===== src/rtl/multicycle_control.sv =====
// Multicycle core controller: IDLE -> FETCH -> EXEC -> (MEM) -> (WB) -> FETCH.
// Datapath controls are Moore-decoded from the state and the opcode latched
// when FETCH accepts an instruction. The only input-dependent output is PC_EN
// on the STORE completion cycle, which follows MEM_ACK.
// Optional feature macro: CTRL_ILLEGAL_TRAP_EN. When it is defined, an undefined
// opcode traps and the core returns to FETCH. Otherwise an undefined opcode halts
// the core.
// Handshake: an opcode transfers on a rising edge where INSTR_READY=1 (FETCH)
// and INSTR_VALID=1. INSTR_VALID is ignored in every other state. MEM_ACK is
// sampled only in MEM. MEM_READ/MEM_WRITE stay high up to and including the
// cycle in which MEM_ACK is seen.
module multicycle_control #(
  parameter int OPW         = 4,
  parameter int HALT_OPCODE = 15,
  parameter int MEM_TIMEOUT = 15
) (
  input  logic           CLK,
  input  logic           RESET,
  input  logic           START,
  input  logic           INSTR_VALID,
  input  logic [OPW-1:0] OPCODE,
  input  logic           MEM_ACK,
  output logic           INSTR_READY,
  output logic [1:0]     ALU_OP,
  output logic [1:0]     ALU_SRC_B,
  output logic           REG_WRITE,
  output logic           BRANCH,
  output logic           MEM_WRITE,
  output logic           MEM_READ,
  output logic           REG_DST,
  output logic           MEM_TO_REG,
  output logic           PC_EN,
  output logic           HALT,
  output logic           MEM_ERR,
  output logic           TRAP,
  output logic [2:0]     DBG_STATE
);

  typedef enum logic [2:0] {
    S_IDLE   = 3'd0,
    S_FETCH  = 3'd1,
    S_EXEC   = 3'd2,
    S_MEM    = 3'd3,
    S_WB     = 3'd4,
    S_HALTED = 3'd5
  } state_t;

  localparam logic [1:0] kADD = 2'd0;
  localparam logic [1:0] kSUB = 2'd1;

  localparam logic [OPW-1:0] OP_LOAD  = OPW'(0);
  localparam logic [OPW-1:0] OP_ADDI  = OPW'(1);
  localparam logic [OPW-1:0] OP_STORE = OPW'(2);
  localparam logic [OPW-1:0] OP_BEQZ  = OPW'(3);
  localparam logic [OPW-1:0] OP_HALT  = OPW'(HALT_OPCODE);

  // The last MEM cycle (counted from 0) in which an acknowledge is still accepted.
  localparam logic [7:0] WAIT_LAST = 8'(MEM_TIMEOUT - 1);

  state_t         state_q, state_d;
  logic [OPW-1:0] opcode_q, opcode_d;
  logic [7:0]     wait_q, wait_d;
  logic           mem_err_q, mem_err_d;

  logic is_load, is_addi, is_store, is_beqz, is_halt, is_illegal;

  assign is_load    = (opcode_q == OP_LOAD);
  assign is_addi    = (opcode_q == OP_ADDI);
  assign is_store   = (opcode_q == OP_STORE);
  assign is_beqz    = (opcode_q == OP_BEQZ);
  assign is_halt    = (opcode_q == OP_HALT);
  assign is_illegal = !(is_load || is_addi || is_store || is_beqz || is_halt);

  assign MEM_ERR   = mem_err_q;
  assign DBG_STATE = state_q;

  // State, latched opcode, MEM wait counter and sticky error flag.
  always_ff @(posedge CLK or posedge RESET) begin
    if (RESET) begin
      state_q   <= S_IDLE;
      opcode_q  <= '0;
      wait_q    <= '0;
      mem_err_q <= 1'b0;
    end else begin
      state_q   <= state_d;
      opcode_q  <= opcode_d;
      wait_q    <= wait_d;
      mem_err_q <= mem_err_d;
    end
  end

  // Next-state logic, opcode capture and MEM timeout tracking.
  always_comb begin
    state_d   = state_q;
    opcode_d  = opcode_q;
    wait_d    = wait_q;
    mem_err_d = mem_err_q;
    case (state_q)
      S_IDLE: if (START) state_d = S_FETCH;
      S_FETCH: begin
        if (INSTR_VALID) begin
          opcode_d = OPCODE;
          state_d  = S_EXEC;
        end
      end
      S_EXEC: begin
        wait_d = '0;
        if (is_load || is_store) state_d = S_MEM;
        else if (is_addi)        state_d = S_WB;
        else if (is_beqz)        state_d = S_FETCH;
        else if (is_halt)        state_d = S_HALTED;
        else begin
`ifdef CTRL_ILLEGAL_TRAP_EN
          state_d = S_FETCH;
`else
          state_d = S_HALTED;
`endif
        end
      end
      S_MEM: begin
        // An acknowledge in the last allowed cycle takes priority over the timeout.
        if (MEM_ACK) begin
          state_d = is_load ? S_WB : S_FETCH;
        end else if (wait_q == WAIT_LAST) begin
          mem_err_d = 1'b1;
          state_d   = S_HALTED;
        end else begin
          wait_d = wait_q + 8'd1;
        end
      end
      S_WB:     state_d = S_FETCH;
      S_HALTED: state_d = S_HALTED;
      default:  state_d = S_IDLE;
    endcase
  end

  // Control outputs, decoded from the state and the latched opcode.
  always_comb begin
    INSTR_READY = 1'b0;
    ALU_OP      = kADD;
    ALU_SRC_B   = 2'd0;
    REG_WRITE   = 1'b0;
    BRANCH      = 1'b0;
    MEM_WRITE   = 1'b0;
    MEM_READ    = 1'b0;
    REG_DST     = 1'b0;
    MEM_TO_REG  = 1'b0;
    PC_EN       = 1'b0;
    HALT        = 1'b0;
    TRAP        = 1'b0;
    // Datapath selects stay steady from EXEC through the write-back of the instruction.
    if (state_q == S_EXEC || state_q == S_MEM || state_q == S_WB) begin
      ALU_OP     = is_beqz ? kSUB : kADD;
      ALU_SRC_B  = is_addi ? 2'd1 : 2'd2;
      REG_DST    = !is_addi;
      MEM_TO_REG = !is_load;
    end
    case (state_q)
      S_FETCH: INSTR_READY = 1'b1;
      S_EXEC: begin
        BRANCH = is_beqz;
        PC_EN  = is_beqz;
`ifdef CTRL_ILLEGAL_TRAP_EN
        if (is_illegal) begin
          TRAP  = 1'b1;
          PC_EN = 1'b1;
        end
`endif
      end
      S_MEM: begin
        MEM_READ  = is_load;
        MEM_WRITE = is_store;
        PC_EN     = is_store && MEM_ACK;
      end
      S_WB: begin
        REG_WRITE = 1'b1;
        PC_EN     = 1'b1;
      end
      S_HALTED: HALT = 1'b1;
      default: ;
    endcase
  end

endmodule


===== config.mk =====
export PLATFORM = sky130hd
export DESIGN_NAME = multicycle_control
export DESIGN_NICKNAME = d
export VERILOG_FILES = /design/src/rtl/multicycle_control.sv
export SDC_FILE = /design/constraint.sdc
export NUM_CORES = 1
export LEC_CHECK = 0
export ABC_AREA = 1
export ABC_CLOCK_PERIOD_IN_PS = 4110
export CAP_MARGIN = 20
export CELL_PAD_IN_SITES_DETAIL_PLACEMENT = 0
export CELL_PAD_IN_SITES_GLOBAL_PLACEMENT = 1
export CORE_MARGIN = 1
export CORE_UTILIZATION = 37
export CTS_BUF_LIST = sky130_fd_sc_hd__clkbuf_4
export CTS_CLUSTER_SIZE = 24
export DETAILED_ROUTE_END_ITERATION = 8
export PLACE_DENSITY_LB_ADDON = 0.2
export SETUP_SLACK_MARGIN = 0.1
export SYNTH_ARGS = -nofsm -noshare
export SYNTH_HDL_FRONTEND = slang
export SYNTH_SLANG_ARGS = --single-unit
export TNS_END_PERCENT = 20

===== constraint.sdc =====
create_clock -name CLK -period 4.11 [get_ports CLK]
set_clock_uncertainty 0.2 [all_clocks]
set_input_delay 0.411 -clock CLK [delete_from_list [all_inputs] [get_ports CLK]]
set_output_delay 0.411 -clock CLK [all_outputs]
set_load 0.05 [all_outputs]

* Yosys cells after proc, flatten, opt, wreduce, memory -nomap -nowiden
Cells that the tools add are included.
** Storage, ports and cells
- Input port bits :: 9
- Bits in registers :: 16
- Logic and storage cells :: 58
- Output and inout bits :: 18
** Cells by class
- Equal/unequal tests :: 14
- Bitwise gates (word level) :: 1
- Reduce and logical (&&, ||, !) cells :: 13
- Multiplexer cells :: 25
- $add $sub $neg :: 1
** Operators by type and width (count)
- $mux W3 :: 8
- $pmux W3 S6 :: 1
- $mux W8 :: 2
- $pmux W8 S2 :: 1
- $mux W1 :: 10
- $reduce_and A3 Y1 :: 3
- $add A8 B1 Y8 const B :: 1
- $eq A4 B2 Y1 const B :: 2
- $eq A8 B4 Y1 const B :: 1
- $ne A2 B2 Y1 const B :: 4
- $eq A3 B2 Y1 const B :: 2
- $eq A3 B3 Y1 const B :: 2
- $eq A4 B1 Y1 const B :: 1
- $logic_not A4 Y1 :: 1
- $mux W2 :: 2
- $eq A3 B1 Y1 const B :: 1
- $logic_not A3 Y1 :: 1
- $logic_or A1 B1 Y1 :: 3
- $ne A3 B3 Y1 const B :: 1
- $pmux W1 S3 :: 1
- $logic_not A1 Y1 :: 2
- $reduce_and A2 Y1 :: 1
- $reduce_bool A2 Y1 :: 1
- $logic_and A1 B1 Y1 :: 1
- $not A1 Y1 :: 1

* Depth between registers and ports, before layout
- Word-level depth :: 5
- Gate-level depth with buffers :: 9

* Worst setup path after synthesis
Ideal clock, no wire load.
- Path type :: register to output
- Start point :: reg state_q[0] (netlist: DBG_STATE[0])
- End point :: out ALU_OP[0]
- Path buffers :: 0
- Required time :: 3.499 ns
- Arrival :: 2.864 ns
- Stages on the path, launching flop included :: 6
- Setup slack :: 0.635 ns
- Path through :: dfrtp_1 nor2_1 nand2_1 inv_1 nor2_1 nor4_1
** Between the ends
- Longest elaborated chain between the ends :: 4
- Elaborated cells between the ends (all ways) :: 6
- Classes of those cells :: 3 x eq/ne; 1 x mux; 2 x reduce/logical
** RTL lines
- start: declaration :: line 60 : state_t state_q, state_d;
- start signal: assignment :: line 85 : state_q <= state_d;
- $eq A3 B2 Y1 :: line 152 : if (state_q == S_EXEC || state_q == S_MEM || state_q == S_WB) begin
- $logic_or A1 B1 Y1 :: line 152
- $logic_or A1 B1 Y1 (*) :: line 152
- $mux W1 (*) :: line 152
- end: declaration :: line 24 : output logic [1:0] ALU_OP,
Every way passes the cells marked *; elsewhere a longest branch is shown, timed or not.

* Worst setup path in the final report
- Start point :: reg state_q[2] (netlist: DBG_STATE[2])
- End point :: out PC_EN
** Between the ends
- Longest elaborated chain between the ends :: 2
- Elaborated cells between the ends (all ways) :: 4
- Classes of those cells :: 3 x eq/ne; 1 x mux
** RTL lines
- $eq A3 B3 Y1 or $eq A3 B2 Y1 (tied branches) :: line 158 : case (state_q)
- $pmux W1 S3 (*) :: line 158
- end: declaration :: line 32 : output logic PC_EN,
Marks and branches as above.

==> results.txt <==
----------------------------------------------------
[Outcome]
  Status ... complete, no violations

[Worst hold path]
  Worst hold start ... opcode_q[3]
  Hold EP ... opcode_q[3]
  Type of the tightest min-delay check ... reg -> reg
  Worst hold path cell count ... 2

[STA]
  Maximum clock frequency ... 0.339 GHz
  Max Slew Vio Count ... 0
  Number of endpoints failing setup at the final stage ... 0
  Minimum period implied by the final worst setup slack ... between 2 and 3 ns
  Relative slew slack ... 0.595
  Hold slack ... between 0.2 and 0.3 ns
  Unrepaired setup endpoints after global routing ... no
  Total Negative Setup Slacks ... 0 ns
  Post-route clock period utilization ... 0.718
  Slew at the pin closest to its max-slew limit ... 0.606 ns
  Final number of hold-violating endpoints ... 0

[Place]
  Placer's final routability congestion estimate ... 0.778
  Standard cell area after detailed placement ... 1370 sq um
  Hpwl dp ... 1950 microns
  Count of input and output buffers ... 24

[Clock tree]
  Hold buffer count at CTS ... 0
  Sinks on the clock net ... 16
  Clock buffer count from CTS ... 3
  Clock tree from TritonCTS ... done
  Clock buffer depth ... 2
  CTS clock-pin slew for the worst setup and hold paths ... 0.09 ns
  Clock root buffer ... sky130_fd_sc_hd__clkbuf_4
  Post-cts repair resize count ... 0
  CTS H-Tree Depth ... 1
  Buffers inserted by post-CTS timing repair ... 0
  Later-pin clock latency in the skew report ... 0.28 ns

[Floorplan]
  Horizontal die dimension ... between 50 and 60 microns
  Std cell rows ... 19
  IO Pins ... 27
  Floorplan die area ... 3210 sq um
  Starting Density ... 0.397
  Placeable core area ... 2780 sq um
  Chip height ... 56.6 microns

[Route]
  Mean routed wirelength per cell ... 10.4 microns
  DRC violation count after routing ... 0
  Number of antenna-violating nets in the routed design ... 0
  Wire length reported by the detailed router ... 2400 microns
  Via-to-Cell Ratio ... 4.69
  First DRT Iteration DRCs ... 23
  Count of vias placed by the detailed router ... around 1100
  1st-pass router iterations ... 4

[GRT]
  Global-route congestion overflow total ... 0
  Vias in the first global route ... 981
  Global-route wire length before repair ... 4220 microns
  Total global routing track utilization ... 0.166
  Largest net degree at the start of global routing ... 17
  Initial antenna violation count ... 0

[Logic synthesis]
  Mean Syn Cell Area ... 6.35 sq um
  Number of distinct library cells after synthesis ... 21
  Portion of synthesized cell area occupied by the leading cell type ... 0.362
  Synthesized instance count ... 174
  Synthesis warning total ... 0
  Most area-consuming cells after synthesis ... sky130_fd_sc_hd__dfrtp_1 (36%), sky130_fd_sc_hd__nand2_1 (20%), sky130_fd_sc_hd__nor2_1 (9.9%), sky130_fd_sc_hd__inv_1 (8.5%), sky130_fd_sc_hd__nand3_1 (5.4%)
  Post-Synthesis Cell Area ... 1100 sq um
  Largest area contributor in the synthesized netlist ... sky130_fd_sc_hd__dfrtp_1
  Sequential share of the synthesized area ... 0.362
  Register bit total from synthesis ... 16

[Critical path]
  Worst EP required ... 3.50 ns
  Count of cells along the worst register-to-register path ... 8
  Endpoint type of the worst setup path ... output pin
  Crit Path Class ... reg -> out
  End of the worst register-to-register path ... wait_q[3]
  Arrival time at the worst endpoint ... 2.34 ns
  Timing startpoint of the critical path ... DBG_STATE[2]
  Kind of start point of the critical path ... flip-flop
  Worst Path Max Fanout ... 8
  Worst flop-to-flop path startpoint ... wait_q[0]
  Setup slack, reg-to-reg ... 2.49 ns

[Finish]
  Final instance area ... ~1400 sq um
  Commonest cells after routing, fill and taps aside ... sky130_fd_sc_hd__nand2_1 (59), sky130_fd_sc_hd__nor2_1 (29), sky130_fd_sc_hd__inv_1 (25)
  Most common cell after layout, fill and taps aside ... sky130_fd_sc_hd__nand2_1
  Number of fill cells ... 287
  ANT cells ... 0
  Post-Route Utilization ... 0.499
  Area growth, synth to finish ... 25.6%
  Number of nets in the finished design ... 212
  Layout cell share with drive strength beyond 1 ... 0.0653

[Flow run]
  Max-capacitance violation count ... 0

[Power]
  Leakage component of the power ... 0.704 nW
  Ratio of total power to cell area ... 696 nW/um^2
  Peak supply drop ... 0.000499 V

----------------------------------------------------
==> cells by family (layout without fill, tap and decap cells) <==
family	Yosys count	after routing	share of synthesized area
DFF	16	16	0.362
AOI/OAI and AO/OA	10	10	0.0498
and+or+nand+nor	113	113	0.434
xor gates and xnor gates	2	2	0.0159
buffers and inverters	30	54	0.112
other	1	2	0.00339
adders and majority gates	2	2	0.0226
==> sequential cells by signal, summed over array words and instances (netlist names) <==
name	count
DBG_STATE	3
MEM_ERR	1
opcode_q	4
wait_q	8
==> through the flow <==
stage	worst slack, ns	std cells	total power, mW
after floorplan	0.635	175	0.712
final	1.16	230	0.966
after global routing	0.974	230	1.05
after CTS	1.13	230	0.976
after global placement	1.51	227	0.885
after detailed placement	1.44	227	0.891
==> worst max-delay path, stage by stage (launching register included) <==
cell                              delay (ns)
sky130_fd_sc_hd__dfrtp_1                0.42
sky130_fd_sc_hd__inv_1                  0.09
sky130_fd_sc_hd__nand2_2                0.08
sky130_fd_sc_hd__inv_1                  0.08
sky130_fd_sc_hd__nand2_1                0.18
sky130_fd_sc_hd__nor3_1                 0.26
sky130_fd_sc_hd__nand2_1                0.08
sky130_fd_sc_hd__nand3_1                0.07
sky130_fd_sc_hd__clkdlybuf4s50_1        0.79
==> how the worst max path moves through the flow <==
stage | end | slack, ns
finish | PC_EN | 1.16
global route | PC_EN | 0.97
CTS | PC_EN | 1.13
detailed placement | PC_EN | 1.44
global placement | PC_EN | 1.51
floorplan | ALU_OP[0] | 0.63
==> cell type report <==
cell class | instances | area [sq um] | area share
timing repair buffer | 24 | 240 | 0.173
clock buffer | 3 | 22.5 | 0.0162
sequential | 16 | 400 | 0.289
tap | 31 | 38.8 | 0.0280
multi-input combinational | 129 | 584 | 0.421
inverter | 27 | 101 | 0.0730
==> cells in the mapped netlist <==
cell type / count
sky130_fd_sc_hd__ha_1: 2
sky130_fd_sc_hd__o21ai_1: 1
sky130_fd_sc_hd__nor2_4: 2
sky130_fd_sc_hd__nand4_1: 2
sky130_fd_sc_hd__nand3_1: 12
sky130_fd_sc_hd__nor2_2: 3
sky130_fd_sc_hd__dfrtp_1: 16
sky130_fd_sc_hd__conb_1: 1
sky130_fd_sc_hd__nand2_1: 59
sky130_fd_sc_hd__inv_2: 2
sky130_fd_sc_hd__xor2_1: 1
sky130_fd_sc_hd__xnor2_1: 1
sky130_fd_sc_hd__buf_4: 3
sky130_fd_sc_hd__nand2_2: 3
sky130_fd_sc_hd__o21ai_0: 4
sky130_fd_sc_hd__nor2_1: 29
sky130_fd_sc_hd__inv_1: 25
sky130_fd_sc_hd__nor4_1: 1
sky130_fd_sc_hd__o21bai_1: 2
sky130_fd_sc_hd__nor3_1: 2
sky130_fd_sc_hd__a21oi_1: 3
==> power by group <==
| group | switching (mW) | total (mW) | internal, mW |
|---|---|---|---|
| clock | 0.0484 | 0.0824 | 0.0340 |
| sequential | 0.0442 | 0.243 | 0.199 |
| combinational | 0.447 | 0.641 | 0.194 |
| total | 0.540 | 0.966 | 0.426 |
==> routing by layer <==
| metal | vias to the layer above | share of wire | GRT usage |
|---|---|---|---|
| met2 | 21 | 0.45 | 0.259 |
| met4 | 0 | 0.0054 | 0.0314 |
| li1 | 576 | - | - |
| met3 | 2 | 0.035 | 0.0346 |
| met1 | 480 | 0.51 | 0.237 |
| met5 | - | 0 | 0 |
Power figures use the tool's default switching activity.
